--- src/rtl/rf_wb_pkg.sv ---
// Shared definitions for the register-file writeback arbiter slice:
// default widths, the writeback-source tag and the round-robin pick helper.
package rf_wb_pkg;

  localparam int XLEN_DEF = 32;
  localparam int AW_DEF   = 5;

  // Which requester a registered writeback came from.
  typedef enum logic {
    SRC_ALU = 1'b0,
    SRC_LD  = 1'b1
  } wb_src_e;

  // Round-robin pick for the load port: a lone load wins, and on a tie the
  // load wins only if the ALU was the last requester granted.
  function automatic logic pick_ld(input logic alu_valid,
                                   input logic ld_valid,
                                   input logic last_ld);
    return ld_valid && (!alu_valid || !last_ld);
  endfunction

endpackage

--- src/rtl/rf_scoreboard.sv ---
// Pending-load scoreboard: one busy bit per architectural register.
// A load issue sets the bit for its destination; the load's writeback
// clears it. A set and a clear to the same register on one edge leave the
// bit set, because the newer load is still outstanding. r0 is never tracked.
module rf_scoreboard
  import rf_wb_pkg::*;
#(
  parameter int AW = AW_DEF
) (
  input  logic                 clk,
  input  logic                 rst,
  input  logic                 set_en,
  input  logic [AW-1:0]        set_addr,
  input  logic                 clr_en,
  input  logic [AW-1:0]        clr_addr,
  output logic [(1<<AW)-1:0]   busy_vec
);

  localparam int NREG = 1 << AW;

  logic [NREG-1:0] set_mask;
  logic [NREG-1:0] clr_mask;

  // Decode set and clear requests into one-hot masks.
  always_comb begin
    // NOTE: every always_comb output gets a default first so no path leaves it unassigned (no latch).
    set_mask = '0;
    clr_mask = '0;
    if (set_en && (set_addr != '0)) set_mask[set_addr] = 1'b1;
    if (clr_en)                     clr_mask[clr_addr] = 1'b1;
  end

  // Clear first, then set, so a set wins a same-edge collision.
  always_ff @(posedge clk or posedge rst) begin
    if (rst) begin
      busy_vec <= '0;
    end else begin
      // NOTE: sequential state uses non-blocking assignments so every flop samples pre-edge values.
      busy_vec <= (busy_vec & ~clr_mask) | set_mask;
    end
  end

endmodule

--- src/rtl/rf_wb_arbiter.sv ---
// Register-file writeback arbiter.
// Two requesters (ALU, load) share one register-file write port under
// round-robin arbitration; the winner is registered and presented on
// rf_we/rf_waddr/rf_wdata one cycle after the handshake. Writes to r0 are
// accepted but never drive rf_we. A pending-load scoreboard (rf_scoreboard)
// produces the decode-stage hazard stall.
// Build option: define RF_WB_FWD_EN to add writeback-to-decode forwarding
// outputs (fwd1_*/fwd2_*), which also let a committing load write mask its
// own busy term out of stall.
module rf_wb_arbiter
  import rf_wb_pkg::*;
#(
  parameter int XLEN = XLEN_DEF,
  parameter int AW   = AW_DEF
) (
  input  logic                 clk,
  input  logic                 rst,
  input  logic                 alu_valid,
  input  logic [AW-1:0]        alu_waddr,
  input  logic [XLEN-1:0]      alu_wdata,
  output logic                 alu_ready,
  input  logic                 ld_valid,
  input  logic [AW-1:0]        ld_waddr,
  input  logic [XLEN-1:0]      ld_wdata,
  output logic                 ld_ready,
  input  logic                 ld_issue,
  input  logic [AW-1:0]        ld_issue_rd,
  input  logic [AW-1:0]        rs1,
  input  logic [AW-1:0]        rs2,
  output logic                 stall,
  output logic                 rf_we,
  output logic [AW-1:0]        rf_waddr,
  output logic [XLEN-1:0]      rf_wdata,
  output logic [(1<<AW)-1:0]   busy_vec
`ifdef RF_WB_FWD_EN
  ,
  output logic                 fwd1_hit,
  output logic [XLEN-1:0]      fwd1_data,
  output logic                 fwd2_hit,
  output logic [XLEN-1:0]      fwd2_data
`endif
);

  logic    last_ld;     // 1: load was granted last, 0: ALU was granted last
  logic    alu_xfer;
  logic    ld_xfer;
  wb_src_e rf_src;      // source of the write currently on rf_we
  logic    mask1;
  logic    mask2;

  // Grants depend only on the valids and the round-robin pointer.
  assign ld_ready  = pick_ld(alu_valid, ld_valid, last_ld);
  assign alu_ready = alu_valid && !ld_ready;
  assign alu_xfer  = alu_valid && alu_ready;
  assign ld_xfer   = ld_valid && ld_ready;

  // Remember which requester won the most recent transfer.
  always_ff @(posedge clk or posedge rst) begin
    if (rst) begin
      last_ld <= 1'b0;
    end else if (alu_xfer) begin
      last_ld <= 1'b0;
    end else if (ld_xfer) begin
      last_ld <= 1'b1;
    end
  end

  // Register the granted write; r0 transfers are consumed without a write.
  always_ff @(posedge clk or posedge rst) begin
    if (rst) begin
      rf_we    <= 1'b0;
      rf_waddr <= '0;
      // NOTE: data registers usually skip reset; this one is reset because its value is observable during reset.
      rf_wdata <= '0;
      rf_src   <= SRC_ALU;
    end else begin
      rf_we <= 1'b0;
      if (ld_xfer && (ld_waddr != '0)) begin
        rf_we    <= 1'b1;
        rf_waddr <= ld_waddr;
        rf_wdata <= ld_wdata;
        rf_src   <= SRC_LD;
      end else if (alu_xfer && (alu_waddr != '0)) begin
        rf_we    <= 1'b1;
        rf_waddr <= alu_waddr;
        rf_wdata <= alu_wdata;
        rf_src   <= SRC_ALU;
      end
    end
  end

  rf_scoreboard #(
    .AW (AW)
  ) u_scoreboard (
    .clk      (clk),
    .rst      (rst),
    .set_en   (ld_issue),
    .set_addr (ld_issue_rd),
    .clr_en   (rf_we && (rf_src == SRC_LD)),
    .clr_addr (rf_waddr),
    .busy_vec (busy_vec)
  );

`ifdef RF_WB_FWD_EN
  // The committing write is visible to decode, so its busy term is moot.
  assign fwd1_hit  = rf_we && (rf_waddr == rs1) && (rs1 != '0);
  assign fwd2_hit  = rf_we && (rf_waddr == rs2) && (rs2 != '0);
  assign fwd1_data = rf_wdata;
  assign fwd2_data = rf_wdata;
  assign mask1     = fwd1_hit;
  assign mask2     = fwd2_hit;
`else
  assign mask1     = 1'b0;
  assign mask2     = 1'b0;
`endif

  assign stall = ((rs1 != '0) && busy_vec[rs1] && !mask1) ||
                 ((rs2 != '0) && busy_vec[rs2] && !mask2);

endmodule

--- config.mk ---
export PLATFORM = sky130hd
export DESIGN_NAME = rf_wb_arbiter
export DESIGN_NICKNAME = d
export VERILOG_FILES = /design/src/rtl/rf_wb_pkg.sv /design/src/rtl/rf_scoreboard.sv /design/src/rtl/rf_wb_arbiter.sv
export SDC_FILE = /design/constraint.sdc
export NUM_CORES = 1
export LEC_CHECK = 0
export CAP_MARGIN = 25
export CORE_ASPECT_RATIO = 1.25
export CORE_MARGIN = 2
export CORE_UTILIZATION = 46
export DETAILED_ROUTE_END_ITERATION = 8
export PLACE_DENSITY = 0.86
export SYNTH_ARGS = -nofsm -noshare
export SYNTH_HDL_FRONTEND = slang
export SYNTH_SLANG_ARGS = --single-unit
--- constraint.sdc ---
create_clock -name clk -period 5.2 [get_ports clk]
set_input_delay 1.3 -clock clk [delete_from_list [all_inputs] [get_ports clk]]
set_output_delay 1.3 -clock clk [all_outputs]
set_load 0.02 [all_outputs]
==> reports/metrics.yaml <==
vias_per_cell: 5.99
multi_input_area_mm2: 0.00185
wl_per_cell_um: 19.8
routed_wl_um: 12400
antenna_cells: 0
fp.dieArea_mm2: 0.00893
crit_path_start_kind: "input pin"
firstDrtPassIters: 5
synth_cell_type_count: 42
ys_seq_area_share_pct: 47.8
power_density_mw_per_mm2: 433
min_path_type: "register to register"
power.leakage_nw: 2.36
drc: 0
die_x_um: 84.9
clk_pin_slew_ps: 80
ioPinCount: 167
crit_type: "input pin to primary output"
clkSinkCount: 72
rsz0062_at_grt: "false"
grt_antenna_before_repair: 0
track_usage_pct: 28.4
cts_tree: "done"
fp.dieH_um: 105
slew_violations: 0
p_total_mw: 2.51
fmax_mhz: 197
drv_cap: 0
clk_latency_ps: 340
synth_seq_cells: 72
irDropWorstVdd_uv: 365
yosys_warnings: 0
synthCells: 357
period_minus_slack_ps: 5070
h-tree-depth: 3
slew_headroom_pct: 44.7
placeableCoreArea_mm2: 0.00788
ant_nets: 0
status: "completed"
synth_edf_count: 0
portBuffers: 166
grt_pass1_vias: 3864
regArea_mm2: 0.00180
max_stage_delay_ps: 570
area_growth_syn_to_layout_pct: 54.3
fin_nets: 619
clockRootBuffer: "clkbuf_8"
setup_viol: 0
grt_max_degree: 49
synth_area_per_cell_um2: 10.5
num_rows: 36
skew_ps: 7.44
hold_viol: 0
place.gp.congestion: 0.926
hpwl_um: 9410
drt_iter0_markers: 272
timing.final.crit_share_pct: 97.5
vias: 3741
syn-cell-area_mm2: 0.00377
critical_path.slowest_cell: "mux4_1"
worstMarginPinSlew_ps: 826
initial_core_util_pct: 47.8
clockBufferDepth: 2
critPathMaxFanout: 2
cts_buffers: 9
drive_above_1_share_pct: 8.49
grt_pass1_wl_um: 20000
crit_path_end_kind: "primary output"
cp.required_ps: 3900
async_reset_ff_share_pct: 100
fillerInstances: 552
placedCellCount: 608
synth_nets: 451
ys.flop_type: "dfrtp_1"
final_cell_count_no_fill: 625
arrival_ps: 3770
grt_overflow: 0
path_cells: "clkdlybuf4s50_1 -> mux4_1 -> mux2_2 -> a32o_1 -> or4_1 -> dlygate4sd2_1"
-- state kept, by name, summed over array words and instances (netlist names) --
signal and cells:
rf_src 1, rf_wdata 32, u_scoreboard.busy_vec 32, last_ld 1, rf_we 1, rf_waddr 5
-- final timing paths --
path	slack, ps	depth (start not counted)	to	startpoint
max reg2reg	3160	5	rf_wdata[11]	last_ld
min in group asynchronous	1140	2	u_scoreboard.busy_vec[12]	rst
min reg2reg	540	2	rf_wdata[10]	rf_wdata[10]
max in group asynchronous	3230	4	u_scoreboard.busy_vec[4]	rst
min	540	2	rf_wdata[10]	rf_wdata[10]
max	130	6	stall	rs2[2]
-- cells in the mapped netlist (all sizes together), types with 2 or more instances --
library cell	number	share of area (%)
dfrtp	72	48
o21ai	66	8.8
nor2	41	4.1
mux2i	37	9.8
a21oi	36	4.8
clkbuf	14	1.4
mux4	13	8.5
nand3b	10	2.0
nand2	9	0.90
buf	8	1.5
nand4b	5	1.2
inv	4	0.40
nand3	4	0.53
or3b	4	0.93
mux2	3	0.90
or3	3	0.50
or4	3	0.60
a21o	2	0.43
a2bb2oi	2	0.47
a311o	2	0.53
and2	2	0.33
or2b	2	0.40
-- power breakdown --
group,switching (mW),total (mW),internal [mW],leakage (nW)
registers,0.193,0.918,0.726,0.793
logic,0.496,1.04,0.546,1.44
clock network,0.209,0.553,0.344,0.126
-- layer usage --
layer  track usage, %  share of wire (%)  wire, um  up-vias
li1                 -                  -         -     1669
met1             34.0                 38      4650     1811
met2             47.9                 50      6180      226
met3             9.24                 10      1240       35
met4             9.75                2.5       314        0
met5                0                  0         0        -
-- per-stage QoR --
stage | TNS, ps | area, um2 | setup slack [ps] | util [%] | hold WS [ps]
2_1_floorplan | 0 | 3770 | 843 | - | 512
3_3_place_gp | -62.2 | 5540 | -62.2 | 70.3 | 516
3_5_place_dp | -87.4 | 5540 | -87.4 | 70.3 | 505
4_1_cts | 0 | 5790 | 133 | 73.5 | 540
5_1_grt | 0 | 5810 | 52.6 | 73.7 | 599
6_report | 0 | 5810 | 130 | 73.7 | 538
-- repair_timing --
item | 4_1_cts | 5_1_grt
buffers inserted | 0 | 0
hold buffers | 0 | 0
hold endpoints to repair | 0 | 0
resized for setup | 1 | 0
endpoints found under the setup margin | 1 | 0
-- placed cells by master (no fill, tap or decap), types with 5 or more instances in the layout --
| master | netlist | routed |
|---|---|---|
| clkdlybuf4s50_1 | 0 | 165 |
| mux2i_1 | 37 | 37 |
| o21ai_0 | 66 | 65 |
| clkbuf_8 | 0 | 11 |
| dfrtp_1 | 72 | 72 |
| buf_4 | 0 | 12 |
| nand2_1 | 9 | 9 |
| mux4_1 | 7 | 7 |
| nor2_1 | 41 | 41 |
| nand4b_1 | 5 | 5 |
| nand3b_1 | 10 | 10 |
| a21oi_1 | 36 | 36 |
| mux4_2 | 5 | 5 |
-- final cells by class --
cell class	instances	area share [%]
sequential	72	31.0
tap	95	2.05
inverter	4	0.258
timing repair buffer	179	30.5
multi-input combinational	259	31.8
clock buffer	11	2.61
clock inverter	5	1.77
-- kinds of logic after synthesis --
kind of cell	share of synthesized area [%]
AO/OA/AOI/OAI	17.4
AND/OR/NAND/NOR	12.2
flip-flops	47.8
multiplexers	19.3
buffers and inverters	3.32
-- worst max-delay path, delay by kind of cell --
family	cells	cell delay (ps)
compound gates	1	240
buf+inv	2	870
mux	2	850
simple gates	1	490
No activity file was read; power rests on OpenSTA's default activity.
